[src/rtl/axi_lite_modport_pkg.sv]
// axi_lite_modport_pkg: shared AXI-Lite widths and response codes for the slave endpoint
package axi_lite_modport_pkg;
   localparam int AXIL_ADDR_W = 32;
   localparam int AXIL_DATA_W = 32;
   localparam int AXIL_STRB_W = 4;
   typedef enum logic [1:0] {
      OKAY   = 2'b00,
      EXOKAY = 2'b01,
      SLVERR = 2'b10,
      DECERR = 2'b11
   } resp_t;
endpackage

[src/rtl/axi_lite_modport_if.sv]
// axi_lite_modport_if: AXI-Lite link bundle with master and slave views
interface axi_lite_modport_if;
   import axi_lite_modport_pkg::*;
   logic [AXIL_ADDR_W-1:0] awaddr;
   logic [2:0]             awprot;
   logic                   awvalid;
   logic                   awready;
   logic [AXIL_DATA_W-1:0] wdata;
   logic [AXIL_STRB_W-1:0] wstrb;
   logic                   wvalid;
   logic                   wready;
   logic [1:0]             bresp;
   logic                   bvalid;
   logic                   bready;
   logic [AXIL_ADDR_W-1:0] araddr;
   logic [2:0]             arprot;
   logic                   arvalid;
   logic                   arready;
   logic [AXIL_DATA_W-1:0] rdata;
   logic [1:0]             rresp;
   logic                   rvalid;
   logic                   rready;
   modport master (
      output awaddr, awprot, awvalid, wdata, wstrb, wvalid, bready, araddr, arprot, arvalid, rready,
      input  awready, wready, bresp, bvalid, arready, rdata, rresp, rvalid
   );
   modport slave (
      input  awaddr, awprot, awvalid, wdata, wstrb, wvalid, bready, araddr, arprot, arvalid, rready,
      output awready, wready, bresp, bvalid, arready, rdata, rresp, rvalid
   );
endinterface

[src/rtl/axi_lite_modport_regfile.sv]
// axi_lite_modport_regfile: NUM_REGS x 32 registers, byte-enabled sync write, async read
module axi_lite_modport_regfile
   import axi_lite_modport_pkg::*;
#(
   parameter int                     NUM_REGS  = 16,
   parameter logic [AXIL_DATA_W-1:0] RESET_VAL = '0,
   parameter int                     IDX_W     = $clog2(NUM_REGS)
) (
   input  logic                   clk,
   input  logic                   aresetn,
   input  logic                   we,
   input  logic [IDX_W-1:0]       wr_idx,
   input  logic [AXIL_DATA_W-1:0] wr_data,
   input  logic [AXIL_STRB_W-1:0] wr_strb,
   input  logic [IDX_W-1:0]       rd_idx,
   output logic [AXIL_DATA_W-1:0] rd_data
);
   logic [AXIL_DATA_W-1:0] regs [NUM_REGS];
   always_ff @(posedge clk) begin
      if (!aresetn) begin
         for (int i = 0; i < NUM_REGS; i++) regs[i] <= RESET_VAL;
      end else if (we) begin
         for (int b = 0; b < AXIL_STRB_W; b++)
            if (wr_strb[b]) regs[wr_idx][8*b +: 8] <= wr_data[8*b +: 8];
      end
   end
   assign rd_data = regs[rd_idx];
endmodule

[src/rtl/axi_lite_modport.sv]
// axi_lite_modport: AXI-Lite slave endpoint over a byte-writable register file.
// Define AXIL_MODPORT_PROT_CHECK_EN to reject unprivileged (prot[0]=0) accesses with SLVERR.
module axi_lite_modport
   import axi_lite_modport_pkg::*;
#(
   parameter int                     NUM_REGS  = 16,
   parameter logic [AXIL_DATA_W-1:0] RESET_VAL = '0
) (
   input logic               aclk,
   input logic               aresetn,
   axi_lite_modport_if.slave s
);
   localparam int IDX_W = $clog2(NUM_REGS);
   localparam logic [1:0] RD_INIT = 2'd0, RD_IDLE = 2'd1, RD_ADDR = 2'd2, RD_RESP = 2'd3;
   logic [AXIL_ADDR_W-1:2] aw_addr, ar_addr;
   logic [AXIL_DATA_W-1:0] w_data, rd_data;
   logic [AXIL_STRB_W-1:0] w_strb;
   logic                   aw_held, w_held, up, commit, bad_w, bad_r;
   logic [1:0]             rd_state;
`ifdef AXIL_MODPORT_PROT_CHECK_EN
   logic aw_priv, ar_priv;
   assign bad_w = |aw_addr[AXIL_ADDR_W-1:2+IDX_W] || !aw_priv;
   assign bad_r = |ar_addr[AXIL_ADDR_W-1:2+IDX_W] || !ar_priv;
`else
   assign bad_w = |aw_addr[AXIL_ADDR_W-1:2+IDX_W];
   assign bad_r = |ar_addr[AXIL_ADDR_W-1:2+IDX_W];
`endif
   assign commit = aw_held && w_held;
   axi_lite_modport_regfile #(.NUM_REGS(NUM_REGS), .RESET_VAL(RESET_VAL)) u_regfile (
      .clk     (aclk),
      .aresetn (aresetn),
      .we      (commit && !bad_w),
      .wr_idx  (aw_addr[2 +: IDX_W]),
      .wr_data (w_data),
      .wr_strb (w_strb),
      .rd_idx  (ar_addr[2 +: IDX_W]),
      .rd_data (rd_data)
   );
   // AW and W are held independently; the write commits the edge after both are present
   always_ff @(posedge aclk) begin
      if (!aresetn) begin
         up        <= 1'b0;
         aw_held   <= 1'b0;
         w_held    <= 1'b0;
         aw_addr   <= '0;
         w_data    <= '0;
         w_strb    <= '0;
         s.awready <= 1'b0;
         s.wready  <= 1'b0;
         s.bvalid  <= 1'b0;
         s.bresp   <= OKAY;
`ifdef AXIL_MODPORT_PROT_CHECK_EN
         aw_priv   <= 1'b0;
`endif
      end else begin
         if (!up) begin
            up        <= 1'b1;
            s.awready <= 1'b1;
            s.wready  <= 1'b1;
         end
         if (s.awvalid && s.awready) begin
            aw_addr   <= s.awaddr[AXIL_ADDR_W-1:2];
            aw_held   <= 1'b1;
            s.awready <= 1'b0;
`ifdef AXIL_MODPORT_PROT_CHECK_EN
            aw_priv   <= s.awprot[0];
`endif
         end
         if (s.wvalid && s.wready) begin
            w_data   <= s.wdata;
            w_strb   <= s.wstrb;
            w_held   <= 1'b1;
            s.wready <= 1'b0;
         end
         if (commit) begin
            aw_held  <= 1'b0;
            w_held   <= 1'b0;
            s.bvalid <= 1'b1;
            s.bresp  <= bad_w ? SLVERR : OKAY;
         end
         if (s.bvalid && s.bready) begin
            s.bvalid  <= 1'b0;
            s.awready <= 1'b1;
            s.wready  <= 1'b1;
         end
      end
   end
   // rdata is sampled from the pre-commit array, so a coincident write is not visible
   always_ff @(posedge aclk) begin
      if (!aresetn) begin
         rd_state  <= RD_INIT;
         ar_addr   <= '0;
         s.arready <= 1'b0;
         s.rvalid  <= 1'b0;
         s.rdata   <= '0;
         s.rresp   <= OKAY;
`ifdef AXIL_MODPORT_PROT_CHECK_EN
         ar_priv   <= 1'b0;
`endif
      end else if (rd_state == RD_INIT) begin
         rd_state  <= RD_IDLE;
         s.arready <= 1'b1;
      end else if (rd_state == RD_IDLE) begin
         if (s.arvalid) begin
            rd_state  <= RD_ADDR;
            ar_addr   <= s.araddr[AXIL_ADDR_W-1:2];
            s.arready <= 1'b0;
`ifdef AXIL_MODPORT_PROT_CHECK_EN
            ar_priv   <= s.arprot[0];
`endif
         end
      end else if (rd_state == RD_ADDR) begin
         rd_state <= RD_RESP;
         s.rvalid <= 1'b1;
         s.rdata  <= bad_r ? '0 : rd_data;
         s.rresp  <= bad_r ? SLVERR : OKAY;
      end else if (s.rready) begin
         rd_state  <= RD_IDLE;
         s.rvalid  <= 1'b0;
         s.arready <= 1'b1;
      end
   end
endmodule

[src/flat_wrapper.sv]
// flat-port wrapper written by rule: the top's interface ports become plain ports
module axi_lite_modport_flat import axi_lite_modport_pkg::*;
#(
   parameter int                     NUM_REGS  = 16,
   parameter logic [AXIL_DATA_W-1:0] RESET_VAL = '0
)
  (aclk, aresetn, s_awaddr, s_awprot, s_awvalid, s_wdata, s_wstrb, s_wvalid, s_bready, s_araddr, s_arprot, s_arvalid, s_rready, s_awready, s_wready, s_bresp, s_bvalid, s_arready, s_rdata, s_rresp, s_rvalid);
  axi_lite_modport_if s_i ();
  input logic aclk;
  input logic aresetn;
  input wire logic [$bits(s_i.awaddr)-1:0] s_awaddr;
  input wire logic [$bits(s_i.awprot)-1:0] s_awprot;
  input wire logic [$bits(s_i.awvalid)-1:0] s_awvalid;
  input wire logic [$bits(s_i.wdata)-1:0] s_wdata;
  input wire logic [$bits(s_i.wstrb)-1:0] s_wstrb;
  input wire logic [$bits(s_i.wvalid)-1:0] s_wvalid;
  input wire logic [$bits(s_i.bready)-1:0] s_bready;
  input wire logic [$bits(s_i.araddr)-1:0] s_araddr;
  input wire logic [$bits(s_i.arprot)-1:0] s_arprot;
  input wire logic [$bits(s_i.arvalid)-1:0] s_arvalid;
  input wire logic [$bits(s_i.rready)-1:0] s_rready;
  output wire logic [$bits(s_i.awready)-1:0] s_awready;
  output wire logic [$bits(s_i.wready)-1:0] s_wready;
  output wire logic [$bits(s_i.bresp)-1:0] s_bresp;
  output wire logic [$bits(s_i.bvalid)-1:0] s_bvalid;
  output wire logic [$bits(s_i.arready)-1:0] s_arready;
  output wire logic [$bits(s_i.rdata)-1:0] s_rdata;
  output wire logic [$bits(s_i.rresp)-1:0] s_rresp;
  output wire logic [$bits(s_i.rvalid)-1:0] s_rvalid;
  assign s_i.awaddr = s_awaddr;
  assign s_i.awprot = s_awprot;
  assign s_i.awvalid = s_awvalid;
  assign s_i.wdata = s_wdata;
  assign s_i.wstrb = s_wstrb;
  assign s_i.wvalid = s_wvalid;
  assign s_i.bready = s_bready;
  assign s_i.araddr = s_araddr;
  assign s_i.arprot = s_arprot;
  assign s_i.arvalid = s_arvalid;
  assign s_i.rready = s_rready;
  assign s_awready = s_i.awready;
  assign s_wready = s_i.wready;
  assign s_bresp = s_i.bresp;
  assign s_bvalid = s_i.bvalid;
  assign s_arready = s_i.arready;
  assign s_rdata = s_i.rdata;
  assign s_rresp = s_i.rresp;
  assign s_rvalid = s_i.rvalid;
  axi_lite_modport #(.NUM_REGS(NUM_REGS), .RESET_VAL(RESET_VAL)) u_core (.aclk(aclk), .aresetn(aresetn), .s(s_i));
endmodule
[config.mk]
export PLATFORM = sky130hd
export DESIGN_NAME = axi_lite_modport_flat
export DESIGN_NICKNAME = d
export VERILOG_FILES = /design/src/rtl/axi_lite_modport_pkg.sv /design/src/rtl/axi_lite_modport_if.sv /design/src/rtl/axi_lite_modport_regfile.sv /design/src/rtl/axi_lite_modport.sv /design/src/flat_wrapper.sv
export SDC_FILE = /design/constraint.sdc
export NUM_CORES = 1
export LEC_CHECK = 0
export CAP_MARGIN = 10
export CORE_ASPECT_RATIO = 0.75
export CORE_UTILIZATION = 49
export CTS_BUF_LIST = sky130_fd_sc_hd__clkbuf_2
export CTS_CLUSTER_DIAMETER = 60
export DETAILED_ROUTE_END_ITERATION = 12
export GPL_TIMING_DRIVEN = 0
export PLACE_DENSITY = 0.73
export SLEW_MARGIN = 10
export SYNTH_ARGS = -nofsm -noshare
export SYNTH_HDL_FRONTEND = slang
export SYNTH_SLANG_ARGS = --single-unit
export TNS_END_PERCENT = 1
[constraint.sdc]
create_clock -name aclk -period 3.33 [get_ports aclk]
set_input_delay 0.666 -clock aclk [delete_from_list [all_inputs] [get_ports aclk]]
set_output_delay 0.666 -clock aclk [all_outputs]
set_load 0.02 [all_outputs]
==> results.py <==
metrics = {
    "run_status": {
        "outcome": "finished with violations",
        "violations": "negative setup slack",
    },
    "critical_path": {
        "crit_type": "flop to flop",
        "start_kind": "flop",
        "critPathRequiredTime_ns": 4.13,
        "crit_family": "simple AND/OR/NAND/NOR gates",
        "cp_data_arrival_time_ns": 4.20,
        "end_kind": "flop",
        "critPathMaxFanout": 10,
        "crit_buf_inv": 1,
        "path_cells": "nor4_1, and3_1, nand3_1, clkbuf_1, o21ai_1",
        "cp_slowest_stage_delay_ns": 0.93,
        "cp_slowest_cell": "o21ai_1",
    },
    "drt": {
        "dr.first_iter.drc_count": 3125,
        "viasPerCell": 5.97,
        "drt-total-wl_um": 94100,
        "via_count": 22451,
        "drc": 0,
        "wl_per_cell_um": 25.0,
        "drt.antenna.violating_nets": 0,
        "drt_first_pass_iters": 6,
    },
    "grt": {
        "grt_max_degree": 17,
        "track_usage_pct": 31.7,
        "first_global_vias": 21613,
        "grt_overflow": 0,
        "antenna_found_initial": 3,
        "grt_pass1_wl_um": 135000,
    },
    "placed_design": {
        "dp_hpwl_um": 65600,
        "io_buffers": 141,
        "dp_slack_ns": -0.519,
        "gp_congestion": 0.994,
    },
    "synth": {
        "synth_edf_count": 512,
        "synth_ff_type": "edfxtp_1",
        "ys_warn_count": 0,
        "yosysUniqueCellTypes": 45,
        "ys_async_sr_fraction_pct": 0,
        "synth_largest_area_cell": "edfxtp_1",
        "synthesis.instances": 2436,
        "avgSynthCellArea_um2": 11.7,
        "synth_top_area_share_pct": 53.9,
        "yosys-top-cells-area": "edfxtp_1 54%, dfxtp_1 10%, mux2i_1 9.0%",
        "ys_seq_area_share_pct": 64.0,
        "ys_ff_latch": 656,
        "syn_area_um2": 28500,
    },
    "power_and_ir_drop": {
        "p_per_area_nw_per_um2": 488,
        "ir_worst_vdd_v": 0.000280,
        "finalPower_uw": 16400,
        "leakagePower_uw": 0.0108,
    },
    "clock_tree": {
        "clk_latency_ns": 1.30,
        "clock-sinks": 656,
        "cts-htree-levels": 4,
        "clockBufferDepth": 3,
        "cts_setup_buffers": 0,
        "cts-buffers-inserted": 157,
        "clk_pin_slew_ns": 0.11,
        "cts-root-buf": "clkbuf_2",
        "cts_tree": "built",
    },
    "sta": {
        "drv_slew": 0,
        "worst_pin_slew_ns": 1.30,
        "setup_viol": 23,
        "setup_ws_ns": -0.0635,
        "report.final.hold_viol_count": 0,
        "rsz0062_at_grt": "no",
        "period_needed_ns": 3.39,
        "relSlewSlack_pct": 12.6,
        "finClkSkew_ns": 0.135,
        "hold_slack_ns": 0.0635,
        "fmax_ghz": 0.295,
        "fin_crit_sh_pct": 102,
    },
    "job": {
        "cap_violations": 0,
    },
    "final_layout": {
        "nNetsFinal": 2969,
        "multiInputGateArea_um2": 9220,
        "seq_area_um2": 18300,
        "drive_gt1_share_pct": 16.0,
        "syn_to_final_growth_pct": 17.8,
        "fill_cells": 4830,
    },
    "floorplan": {
        "die_w_um": 281,
        "start_util_pct": 49.7,
        "rows": 76,
        "core_um2": 57400,
        "die_h_um": 211,
        "boundaryPins": 154,
        "die_area_um2": 59200,
    },
    "hold_path": {
        "hold_path_class": "input port to flop",
    },
}
cells in the mapped netlist, types with 33 or more instances:
cell      instances
buf_2            43
mux2i_1         257
nand3b_1         33
edfxtp_1        512
clkbuf_1        100
a22oi_1          65
o21ai_0          59
a21oi_1          99
a211oi_1         34
nor2_1          464
nor3_1           33
nor2_2           91
buf_1            40
nand2_1         249
dfxtp_1         144
final timing paths:
check	startpoint	to	slack, ns	depth (start not counted)
worst max-delay path	u_core.aw_addr[27]	u_core.u_regfile.regs[3][28]	-0.06	5
worst min-delay path	s_wdata[28]	u_core.w_data[28]	0.06	3
worst max register to register	u_core.aw_addr[27]	u_core.u_regfile.regs[3][28]	-0.06	5
worst min register to register	u_core.w_data[3]	u_core.w_data[3]	0.46	2
registers in the layout (all words and copies together) (netlist names), 2 cells and up, named ones only:
register and cells:
u_core.u_regfile.regs 512, u_core.ar_addr 30, u_core.rd_state 2, u_core.w_data 32
u_core.w_strb 4, u_core.aw_addr 30, u_core.s.rdata 32
layer usage:
layer / vias to the layer above / GRT usage [%] / wire (um)
met1: 10969 / 44.4 / 38100
met2: 1560 / 45.8 / 40300
met3: 258 / 9.77 / 12400
met4: 0 / 12.9 / 3270
met5: - / 0 / 0
li1: 9664 / - / -
power breakdown:
group	internal (uW)	switching, uW
Combinational	543	871
Clock	2430	3360
Sequential	9060	123
worst reg2reg max path, delay by kind of cell (launching register included):
kind                   cells  cell delay [ns]
AOI/OAI and AO/OA          1             0.93
buffers and inverters      1             0.50
DFF                        1             0.33
and+or+nand+nor            3             1.23
logic make-up after synthesis:
kind of cell | count (synthesis) | share of synthesized area [%]
adder cells (fa/ha/maj) | 4 | 0.176
AO/OA/AOI/OAI | 365 | 8.14
multiplexers | 260 | 9.14
AND/OR/NAND/NOR | 930 | 14.7
flip-flops | 656 | 64.0
other | 1 | 0.0131
buffers and inverters | 220 | 3.76
layout by cell type (no fill, tap or decap), types with 34 or more instances in the layout:
cell,instances
buf_1,40
a21oi_1,99
buf_4,39
dlygate4sd3_1,90
o21ai_1,55
nand2_1,249
clkbuf_1,100
nor2_1,464
mux2i_1,257
nor2_2,91
clkbuf_2,250
a211oi_1,34
buf_2,43
clkdlybuf4s50_1,141
dfxtp_1,144
a22oi_1,65
edfxtp_1,512
cell type report:
| class | count | area share, % |
|---|---|---|
| Clock buffer | 250 | 3.73 |
| Inverter | 5 | 0.0559 |
| Timing Repair Buffer | 256 | 7.48 |
| Buffer | 215 | 3.14 |
| Clock inverter | 33 | 0.872 |
| Tap cell | 780 | 2.91 |
| Multi-Input combinational cell | 1561 | 27.5 |
| Sequential cell | 656 | 54.4 |
| Antenna cell | 2 | 0.0149 |
through the flow:
step	util [%]	TNS, ns	instance area, um^2	instances
floorplan	-	0	28500	2437
finish	58.5	-0.418	33600	3758
CTS	58.5	-3.24	33600	3756
global placement	53.8	-169.06	30900	3358
global route	58.5	0	33600	3758
detailed placement	54.2	-108.79	31100	3383
what timing repair did:
action / in CTS / in global routing
endpoints found under the setup margin: 91 / 21
hold buffers: 90 / 0
gates resized for setup: 12 / 3
hold endpoints to repair: 94 / 0
pin swaps: 0 / 0
No activity file was read; power rests on OpenSTA's default activity.
